### src/rtl/rc4_prga_decrypt.sv
// RC4 PRGA + decrypt stage for the key-search datapath.
// Walks the RC4 keystream generator over S-memory, which the KSA stage has
// already scrambled. Each keystream byte is XORed with the encrypted ROM byte
// and the result is written to D-memory. The first plaintext byte that is
// neither a lowercase letter nor a space ends the run with invalid set, so
// the key search can move on early.
//
// Ports:
//   clk, reset          clock, asynchronous active-high reset
//   start               level request; sampled only in IDLE
//   done                high in DONE; held until start drops
//   invalid             key rejected; valid whenever done=1
//   s_addr/s_wdata/s_rdata/s_wren   S-RAM port (1-cycle read latency)
//   e_addr/e_rdata                  encrypted ROM port (1-cycle read latency)
//   d_addr/d_wdata/d_wren           D-RAM write port
module rc4_prga_decrypt #(
    parameter int unsigned MSG_LEN = 32,
    parameter logic [7:0]  CHAR_LO = 8'h61,
    parameter logic [7:0]  CHAR_HI = 8'h7A,
    parameter logic [7:0]  CHAR_SP = 8'h20
) (
    input  logic       clk,
    input  logic       reset,
    input  logic       start,
    output logic       done,
    output logic       invalid,
    output logic [7:0] s_addr,
    output logic [7:0] s_wdata,
    input  logic [7:0] s_rdata,
    output logic       s_wren,
    output logic [7:0] e_addr,
    input  logic [7:0] e_rdata,
    output logic [7:0] d_addr,
    output logic [7:0] d_wdata,
    output logic       d_wren
);

    localparam logic [3:0] StIdle = 4'd0;
    localparam logic [3:0] StRdI  = 4'd1;
    localparam logic [3:0] StCapI = 4'd2;
    localparam logic [3:0] StRdJ  = 4'd3;
    localparam logic [3:0] StCapJ = 4'd4;
    localparam logic [3:0] StWrJ  = 4'd5;
    localparam logic [3:0] StWrI  = 4'd6;
    localparam logic [3:0] StRdF  = 4'd7;
    localparam logic [3:0] StCapF = 4'd8;
    localparam logic [3:0] StWrD  = 4'd9;
    localparam logic [3:0] StDone = 4'd10;

    localparam logic [7:0] LastK = 8'(MSG_LEN - 1);

    logic [3:0] state_q, state_d;
    logic [7:0] i_q, j_q, si_q, sj_q, f_q, ek_q, k_q;
    logic       invalid_q;
    logic [7:0] pt;
    logic       pt_ok;

    assign pt    = f_q ^ ek_q;
    assign pt_ok = ((pt >= CHAR_LO) && (pt <= CHAR_HI)) || (pt == CHAR_SP);

    always_comb begin
        state_d = state_q;
        case (state_q)
            StIdle:  if (start) state_d = StRdI;
            StRdI:   state_d = StCapI;
            StCapI:  state_d = StRdJ;
            StRdJ:   state_d = StCapJ;
            StCapJ:  state_d = StWrJ;
            StWrJ:   state_d = StWrI;
            StWrI:   state_d = StRdF;
            StRdF:   state_d = StCapF;
            StCapF:  state_d = StWrD;
            StWrD:   state_d = (!pt_ok || (k_q == LastK)) ? StDone : StRdI;
            StDone:  if (!start) state_d = StIdle;
            default: state_d = StIdle;
        endcase
    end

    always_ff @(posedge clk or posedge reset) begin
        if (reset) begin
            state_q   <= StIdle;
            i_q       <= 8'd0;
            j_q       <= 8'd0;
            si_q      <= 8'd0;
            sj_q      <= 8'd0;
            f_q       <= 8'd0;
            ek_q      <= 8'd0;
            k_q       <= 8'd0;
            invalid_q <= 1'b0;
        end else begin
            state_q <= state_d;
            case (state_q)
                StIdle: begin
                    if (start) begin
                        i_q       <= 8'd0;
                        j_q       <= 8'd0;
                        k_q       <= 8'd0;
                        invalid_q <= 1'b0;
                    end
                end
                StRdI:  i_q <= i_q + 8'd1;
                StCapI: begin
                    si_q <= s_rdata;
                    j_q  <= j_q + s_rdata;
                end
                StCapJ: sj_q <= s_rdata;
                StCapF: begin
                    f_q  <= s_rdata;
                    ek_q <= e_rdata;
                end
                StWrD: begin
                    // A rejected byte is still written; only the exit changes.
                    if (!pt_ok) invalid_q <= 1'b1;
                    else if (k_q != LastK) k_q <= k_q + 8'd1;
                end
                default: ;
            endcase
        end
    end

    // Memory-side outputs are pure functions of state and registers.
    always_comb begin
        s_addr  = 8'd0;
        s_wdata = 8'd0;
        s_wren  = 1'b0;
        e_addr  = 8'd0;
        d_addr  = 8'd0;
        d_wdata = 8'd0;
        d_wren  = 1'b0;
        case (state_q)
            StRdI:  s_addr = i_q + 8'd1;
            StRdJ:  s_addr = j_q;
            StWrJ: begin
                s_addr  = j_q;
                s_wdata = si_q;
                s_wren  = 1'b1;
            end
            StWrI: begin
                s_addr  = i_q;
                s_wdata = sj_q;
                s_wren  = 1'b1;
            end
            StRdF: begin
                s_addr = si_q + sj_q;
                e_addr = k_q;
            end
            StCapF: e_addr = k_q;
            StWrD: begin
                d_addr  = k_q;
                d_wdata = pt;
                d_wren  = 1'b1;
            end
            default: ;
        endcase
    end

    assign done    = (state_q == StDone);
    assign invalid = invalid_q;

endmodule

### config.mk
export PLATFORM = sky130hd
export DESIGN_NAME = rc4_prga_decrypt
export DESIGN_NICKNAME = d
export VERILOG_FILES = /design/src/rtl/rc4_prga_decrypt.sv
export SDC_FILE = /design/constraint.sdc
export NUM_CORES = 1
export LEC_CHECK = 0
export CAP_MARGIN = 20
export CORE_ASPECT_RATIO = 0.7
export CORE_MARGIN = 4
export CORE_UTILIZATION = 50
export CTS_CLUSTER_SIZE = 10
export DETAILED_ROUTE_END_ITERATION = 10
export GPL_TIMING_DRIVEN = 1
export PLACE_DENSITY = 0.79
export RECOVER_POWER = 50
export SYNTH_ARGS = -nofsm -noshare
export SYNTH_HDL_FRONTEND = slang
export SYNTH_SLANG_ARGS = --single-unit
### constraint.sdc
create_clock -name clk -period 2.3 [get_ports clk]
set_input_delay 0.23 -clock clk [delete_from_list [all_inputs] [get_ports clk]]
set_output_delay 0.23 -clock clk [all_outputs]
set_load 0.01 [all_outputs]
* Word-level counts from Yosys, hierarchy flattened
Index checks and enable logic that the tools add are counted. Widths: inputs -> output; s select.
Cells by class: add/subtract/negate cells 4, $mul 0, divide/modulo/power cells 0, order comparisons 2, equality and inequality tests 18, shifts and indexed selects 0, muxes and demuxes 20, bitwise logic cells 1, reductions and logical operators 16
Operators with widths (number):
- $pmux 8 s2 | 4
- $mux 8 | 6
- $pmux 4 s11 | 1
- $pmux 8 s4 | 1
- $add 8x1->8 const B | 2
- $add 8x8->8 | 2
- $eq 4x3->1 const B | 4
- $eq 4x4->1 const B | 3
- $mux 4 | 3
- $ne 2x2->1 const B | 5
- $eq 4x2->1 const B | 2
- $eq 8x5->1 const B | 1
- $eq 8x6->1 const B | 1
- $ge 8x7->1 const B | 1
- $le 8x7->1 const B | 1
- $ne 8x5->1 const B | 1
- $xor 8x8->8 | 1
- $reduce_and 2->1 | 3
- $reduce_bool 2->1 | 3
- $reduce_or 2->1 | 3
- $eq 4x1->1 const B | 1
- $logic_not 4->1 | 1
- $mux 1 | 4
- $reduce_and 4->1 | 1
- other kinds (5) | 6
Storage, ports and cells: flip-flop bits (word level) 61, latch bits 0, bits in writable memories 0, ROM bits 0, input port bits 19, output and inout port bits 44, memories kept 0

* Logic depth before layout (Yosys ltp)
Gate-level depths: netlist (run 1).
depth after elaboration 8, mapped depth 9

* Worst setup path after synthesis (run 1)
No wires, ideal clock.
path kind flip-flop to output port, start reg si_q[0], end out s_addr[6], arrival 1.769 ns, required time 2.070 ns, setup slack 0.301 ns, stages on the path, launching flop included 10, buffers on the path 0, path through dfrtp_1 ha_1 inv_1 fa_1 nor2b_1 o21ai_1 nand2b_1 a2111oi_0 a31oi_1 o211ai_1
On the way: word-level cells in the longest chain between the ends 2
Ends and longest elaborated chain:
- start: declaration | RTL line 53 | logic [7:0] i_q, j_q, si_q, sj_q, f_q, ek_q, k_q;
- start signal: assignment | RTL line 103 | si_q <= s_rdata;
- $add 8x8->8 | RTL line 144 | s_addr = si_q + sj_q;
- $pmux 8 s4 | RTL line 130 | case (state_q)
- end: declaration | RTL line 27 | output logic [7:0] s_addr,
No other way between the ends.

* Worst setup path in the final report (run 1)
Same ends and word-level chain as after synthesis.

==> impl_metrics.yaml, run 1 <==
power:
  netSwitchingFraction: 0.424
  power_per_cell_area_nw_per_um2: 1330
  power.switching_mw: 2.86
  intPower_mw: 3.89
  combPwrFrac: 0.592
  power_mw: 6.75
  seq_power_share: 0.285
  vdd_ir_drop_max_mv: 0.517
  leakagePower_nw: 2.45
  share_clk_of_total_power: 0.123
timing:
  max_slew_margin: -0.00593
  final_critical_path_share_of_the_clock_period: 1.10
  max_clock_freq_ghz: 0.396
  period_minus_slack_ns: 2.53
  setup_viol: 13
  post-route-worst-setup-slack_ns: -0.227
  report.final.slew_viol_count: 62
  final.setup_skew_ns: 0.0112
  final_hold_violations: 0
  tightest_slew_ns: 1.51
  final.hold.worst_slack_ns: 0.481
  grt_setup_unrepaired: "true"
  setup_tns_ns: -2.03
clock_network:
  cts_hold_repair.buffers: 0
  cts_tree: "built"
  insertion_delay_ns: 0.34
  clkSinkCount: 61
  tritoncts.num_buffers: 9
  ctsLongestPathBuffers: 2
  ctsRootBufferMaster: "sky130_fd_sc_hd__clkbuf_8"
  cts.clk_slew.worst_paths_ns: 0.07
  cts-htree-levels: 3
yosys:
  synth_top_cell_by_area: "sky130_fd_sc_hd__dfrtp_1"
  count_of_flip_flops_with_a_built_in_enable_after_synthesis: 0
  synth.distinct_cells: 50
  most_common_library_cells_after_synthesis: "sky130_fd_sc_hd__dfrtp_1, sky130_fd_sc_hd__nor2_1, sky130_fd_sc_hd__nand2_1"
  synthesis.nets: 420
  count_leader_synth: "sky130_fd_sc_hd__dfrtp_1"
  synth_top_cell_area_share: 0.407
  synthCells: 383
  synth_seq_area_share: 0.407
  postSynthRegisterBits: 61
  synth.area.top_cells: "sky130_fd_sc_hd__dfrtp_1, sky130_fd_sc_hd__mux2_1, sky130_fd_sc_hd__ha_1, sky130_fd_sc_hd__nor2_1, sky130_fd_sc_hd__and2_1"
  post_syn_area_um2: 3750
  post_synth.cell_area_avg_um2: 9.80
  synth-async-reset-ratio: 1.00
  yosys_warnings: 0
  synth-main-ff-cell: "sky130_fd_sc_hd__dfrtp_1"
finish:
  areaGrowthSynthToFinish_pct: 35.3
  drive_above_1_share: 0.222
  final_core_utilization: 0.697
  stdcell_area_um2: 5080
  antenna_cells: 0
  layout.filler_cells: 563
  finalNonFillerCells: 606
  final_nets: 540
placed_design:
  dpl.cell_count: 576
  placement_setup_slack_ns: -0.282
  dpl.hpwl_mm: 7.46
  gp_routability_congestion: 0.887
  dpl-instance-area_um2: 4790
  io_buffers: 62
detailed_routing:
  dr_total_vias: 3467
  routed_wirelength_mm: 10.3
  drt-pass1-iter-count: 5
  vias_per_cell: 5.72
  drtAntennaViolNets: 0
  drt-initial-drc-count: 173
  wl_per_cell_um: 17.0
  route.detailed.drc: 0
global_routing:
  pin_count_of_the_biggest_net_entering_global_routing: 62
  antenna_found_initial: 0
  via_count_of_the_first_global_routing_pass: 3318
  gr-usage-all-layers: 0.231
  grt_overflow: 0
  grt_first_pass_wirelength_mm: 16.5
die:
  start_util: 0.515
  io-pin-count: 63
  die_h_um: 80.5
  num_rows: 26
  chipWidth_um: 112
  design.core.area_um2: 7290
  dieArea_um2: 8980
setup_path:
  worst_ep_arrival_time_ns: 2.30
  timing.critical_path.slowest_cell_delay_ns: 0.38
  worstPathBufferInverterCount: 3
  critical-path-slowest-cell: "sky130_fd_sc_hd__fa_2"
  cp_max_fo: 2
  crit_path_cells: "ha_2, inv_2, fa_2, nor2b_2, o21ai_2, nand2b_1, buf_4, a21o_1, a31oi_1, o211ai_1, buf_2"
  worstSetupStartpointType: "flip-flop"
  required_ns: 2.07
  setup.worst_path.class: "flip-flop to output pin"
  crit_path_end_kind: "output pin"
  crit_family: "adder cells"
run_status:
  outcome: "complete, but fails checks"
  failed_checks: "capacitance limit, slew limit, setup timing"
job:
  cap_violations: 1
hold_path:
  hold_path.class: "primary input to flip-flop"
area by class of cell:
cell class | instances | area [µm²] | area share
clock buffers | 11 | 131 | 0.0259
clock inverters | 5 | 36.3 | 0.00714
inverters | 12 | 50.0 | 0.00985
multi-input cells | 297 | 2170 | 0.426
flip-flops and latches | 61 | 1530 | 0.301
well taps | 98 | 123 | 0.0241
repair buffers | 122 | 1040 | 0.206
power groups by stage:
stage	Sequential (mW)	Clock [mW]	Combinational [mW]
3_3_place_gp	1.89	0	3.54
5_1_grt	1.97	0.900	4.34
2_1_floorplan	1.81	0	2.37
6_report	1.93	0.829	3.99
3_5_place_dp	1.93	0	3.67
4_1_cts	1.91	0.848	3.71
layer usage:
metal  vias up  GRT usage  wire [µm]
li1       1622          -          -
met1      1687      0.316       4780
met2       141      0.362       4740
met3        17     0.0595        624
met4         0     0.0668        156
met5         -          0          0
repair_timing:
| action | 4_1_cts | 5_1_grt |
|---|---|---|
| setup endpoints to repair | 27 | 31 |
| gates resized for setup | 44 | 30 |
| pin swaps | 4 | 4 |
| endpoints found under the hold margin | 0 | 0 |
| buffers inserted | 3 | 12 |
cells in the final DEF (no fill, tap or decap), types with 5 or more instances in the layout:
master                             n
sky130_fd_sc_hd__clkdlybuf4s50_1  32
sky130_fd_sc_hd__nand3_1          17
sky130_fd_sc_hd__dlymetal6s2s_1   11
sky130_fd_sc_hd__mux2_1           21
sky130_fd_sc_hd__xor2_1            8
sky130_fd_sc_hd__mux2_2           10
sky130_fd_sc_hd__clkbuf_8          9
sky130_fd_sc_hd__nand2_1          31
sky130_fd_sc_hd__xnor2_1          10
sky130_fd_sc_hd__o211ai_1          7
sky130_fd_sc_hd__a21oi_1          10
sky130_fd_sc_hd__a22o_1            9
sky130_fd_sc_hd__dfrtp_1          60
sky130_fd_sc_hd__inv_1             8
sky130_fd_sc_hd__buf_2             5
sky130_fd_sc_hd__nor3_1           12
sky130_fd_sc_hd__xnor2_2           5
sky130_fd_sc_hd__o21ai_1          13
sky130_fd_sc_hd__nor2_1           33
sky130_fd_sc_hd__o21ai_0          14
sky130_fd_sc_hd__clkbuf_2          6
sky130_fd_sc_hd__mux2i_1           7
sky130_fd_sc_hd__buf_4            51
sky130_fd_sc_hd__and2_1           19
sky130_fd_sc_hd__dlygate4sd2_1     5
sky130_fd_sc_hd__ha_1             15
sequential cells by signal, summed over array words and instances (netlist names):
name	count
j_q	8
invalid	1
i_q	8
si_q	8
sj_q	8
ek_q	8
k_q	8
state_q	4
f_q	8
path summary, 6_finish.rpt:
path | from | to | slack [ns] | depth (start not counted)
worst max-delay path | si_q[0] | s_addr[6] | -0.23 | 11
worst min-delay path | e_rdata[7] | ek_q[7] | 0.48 | 2
worst max register to register | f_q[3] | k_q[3] | 0.17 | 6
worst min register to register | ek_q[5] | ek_q[5] | 0.51 | 1
max in group asynchronous | reset | state_q[3] | 0.46 | 3
min in group asynchronous | reset | ek_q[7] | 0.84 | 3
logic make-up after synthesis:
logic type	count (synthesis)	synth area share
AND/OR/NAND/NOR	135	0.180
flip-flops	61	0.407
adder cells (fa/ha/maj)	18	0.0640
buffers and inverters	25	0.0297
XOR/XNOR	23	0.0617
AO/OA/AOI/OAI	83	0.146
multiplexers	38	0.112
No activity file was read; power rests on OpenSTA's default activity.
==> run 2: changes to the inputs <==
- CTS_CLUSTER_SIZE: 10 -> 8
==> results of run 2 <==
No change in the layout: final DEF, timing and power equal those of run 1.
==> run 3: changes to the inputs <==
- GPL_TIMING_DRIVEN: 1 -> 0
- REMOVE_ABC_BUFFERS: unset -> 1
- SKIP_LAST_GASP: unset -> 1
==> run 3 against run 2 <==
Against the previous run:
- the flow finishes with violations (setup timing)
- via count is 3.8% higher
- critical path depth is 3 lower
- maximum frequency is 0.87% lower
- core utilization is 1.7 points higher
- hold slack worse by 0.17 ns
- critical endpoint is now s_addr[7]
- sequential share of layout area is 0.58 points lower
- clock skew is 0.0044 ns higher
- die area stayed put
- register-to-register slack worse by 0.27 ns
- cell count is 1.3% lower
- critical path type unchanged
==> impl_metrics.yaml, run 3 (synthesis results as in run 1) <==
hold_path:
  min_delay_path_depth: 3
  worst_hold_startpoint: "s_rdata[1]"
  hold_path.class: "primary input to flip-flop"
  timing.hold.worst_endpoint: "sj_q[1]"
setup_path:
  crit_path_end_kind: "output pin"
  worstSetupStartpointType: "flip-flop"
  critical-path-slowest-cell: "sky130_fd_sc_hd__dfrtp_1"
  rr_startpoint: "state_q[1]"
  ff2ff_setup_slack_ns: -0.10
  setup.worst_path.class: "flip-flop to output pin"
  worstPathBufferInverterCount: 1
  required_ns: 2.07
  cp_max_fo: 2
  crit_path_cells: "ha_1, a21oi_2, nor2b_2, o31a_1, o41ai_2, xnor2_1, o211ai_1, buf_2"
  worst_r2r_path_depth: 7
  worst_ep_arrival_time_ns: 2.32
  timing.critical_path.slowest_cell_delay_ns: 0.41
  r2r_end: "i_q[7]"
  crit_family: "compound AO/OA/AOI/OAI gates"
placed_design:
  dpl.hpwl_mm: 6.86
  placement_setup_slack_ns: -0.546
  io_buffers: 62
  gp_routability_congestion: 0.847
finish:
  drive_above_1_share: 0.254
  mostFrequentLayoutCell: "sky130_fd_sc_hd__dfrtp_1"
  most-common-layout-cells: "sky130_fd_sc_hd__dfrtp_1, sky130_fd_sc_hd__buf_4, sky130_fd_sc_hd__nand2_1, sky130_fd_sc_hd__clkdlybuf4s50_1, sky130_fd_sc_hd__nor2_1"
  antenna_cells: 0
  final_core_utilization: 0.714
  areaGrowthSynthToFinish_pct: 38.6
  final_nets: 532
power:
  vdd_ir_drop_max_mv: 0.689
  power_per_cell_area_nw_per_um2: 1360
  power_mw: 7.08
  leakagePower_nw: 2.54
die:
  start_util: 0.515
  num_rows: 26
  dieArea_um2: 8980
  die_h_um: 80.5
  io-pin-count: 63
  chipWidth_um: 112
  design.core.area_um2: 7290
clock_network:
  clkSinkCount: 61
  tritoncts.num_buffers: 9
  cts.clk_slew.worst_paths_ns: 0.07
  ctsRootBufferMaster: "sky130_fd_sc_hd__clkbuf_8"
  cts_hold_repair.buffers: 0
  cts_tree: "built"
  insertion_delay_ns: 0.36
  ctsLongestPathBuffers: 2
  cts-htree-levels: 3
detailed_routing:
  wl_per_cell_um: 18.8
  routed_wirelength_mm: 11.2
  vias_per_cell: 6.02
  dr_total_vias: 3598
  drtAntennaViolNets: 0
  drt-pass1-iter-count: 5
  route.detailed.drc: 0
  drt-initial-drc-count: 347
global_routing:
  gr-usage-all-layers: 0.237
  grt_first_pass_wirelength_mm: 16.6
  pin_count_of_the_biggest_net_entering_global_routing: 42
  via_count_of_the_first_global_routing_pass: 3333
  antenna_found_initial: 0
  grt_overflow: 0
timing:
  max_clock_freq_ghz: 0.392
  final_critical_path_share_of_the_clock_period: 1.11
  post-route-worst-setup-slack_ns: -0.249
  tightest_slew_ns: 1.04
  setup_viol: 41
  max_slew_margin: 0.306
  final_hold_violations: 0
  period_minus_slack_ns: 2.55
  grt_setup_unrepaired: "true"
  final.setup_skew_ns: 0.0156
  report.final.slew_viol_count: 0
run_status:
  failed_checks: "setup timing"
  outcome: "complete, but fails checks"
job:
  cap_violations: 0
## run 3: changes by cell type in the layout (fill, tap and decap cells not counted), moves of 3 or more
cell	delta
sky130_fd_sc_hd__buf_4	-8
sky130_fd_sc_hd__dlymetal6s2s_1	+6
sky130_fd_sc_hd__nor2_1	-5
sky130_fd_sc_hd__nor2_4	+5
sky130_fd_sc_hd__clkdlybuf4s15_1	-3
sky130_fd_sc_hd__dfrtp_1	-3
sky130_fd_sc_hd__nand3_1	-3
## run 3: worst reg2reg max path: stages (launching register included)
cell and delay, ns:
sky130_fd_sc_hd__dfrtp_2 0.42, sky130_fd_sc_hd__clkbuf_1 0.27, sky130_fd_sc_hd__nor2_4 0.27, sky130_fd_sc_hd__clkbuf_4 0.19, sky130_fd_sc_hd__nand3_2 0.39, sky130_fd_sc_hd__and2_0 0.46
sky130_fd_sc_hd__o21ai_1 0.21, sky130_fd_sc_hd__o41ai_1 0.09
## run 3: layout make-up
type	instances	area, µm²
multi-input combinational	298	2290
fill	495	2090
sequential	61	1530
timing repair buffer	112	998
clock buffer	10	128
tap	98	123
clock inverter	6	63.8
inverter	12	52.6
timing repair inverter	1	8.76
## run 3: per-stage QoR
| stage | instances | setup TNS [ns] | hold WS [ns] | area [µm²] |
|---|---|---|---|---|
| after floorplan | 370 | 0 | 0.347 | 3690 |
| after global placement | 530 | -54.07 | 0.482 | 4430 |
| after detailed placement | 533 | -10.93 | 0.497 | 4470 |
| after CTS | 575 | -1.16 | 0.209 | 4950 |
| after global routing | 598 | -9.54 | 0.353 | 5200 |
| final | 598 | -3.56 | 0.310 | 5200 |
## run 3: layer usage
layer  wire length, µm  GRT usage  vias up
met1              4590      0.303     1741
met5                 0          0        -
met2              5380      0.401      210
li1                  -          -     1608
met3               895     0.0565       39
met4               385     0.0765        0
## run 3: power breakdown
group          internal [mW]  switching [mW]  total [mW]
clock network          0.498           0.454       0.952
logic                   1.99            2.17        4.16
registers               1.51           0.452        1.97
## run 3: how the worst max path moves through the flow
| stage | slack [ns] | end | cells past startpoint | from |
|---|---|---|---|---|
| finish | -0.25 | s_addr[7] | 8 | sj_q[1] |
| CTS | -0.28 | s_addr[7] | 8 | sj_q[1] |
| global placement | -0.92 | s_addr[3] | 6 | state_q[1] |
| floorplan | 0.15 | f_q[0] | 4 | state_q[0] |
| detailed placement | -0.55 | s_addr[0] | 8 | state_q[1] |
| global route | -0.37 | s_addr[6] | 11 | si_q[0] |
## run 3: what timing repair did
action,4_1_cts,5_1_grt
gates resized for setup,68,39
endpoints found under the hold margin,0,0
setup endpoints to repair,42,42
pin swaps,18,16
gates cloned,0,2
buffers inserted,26,21
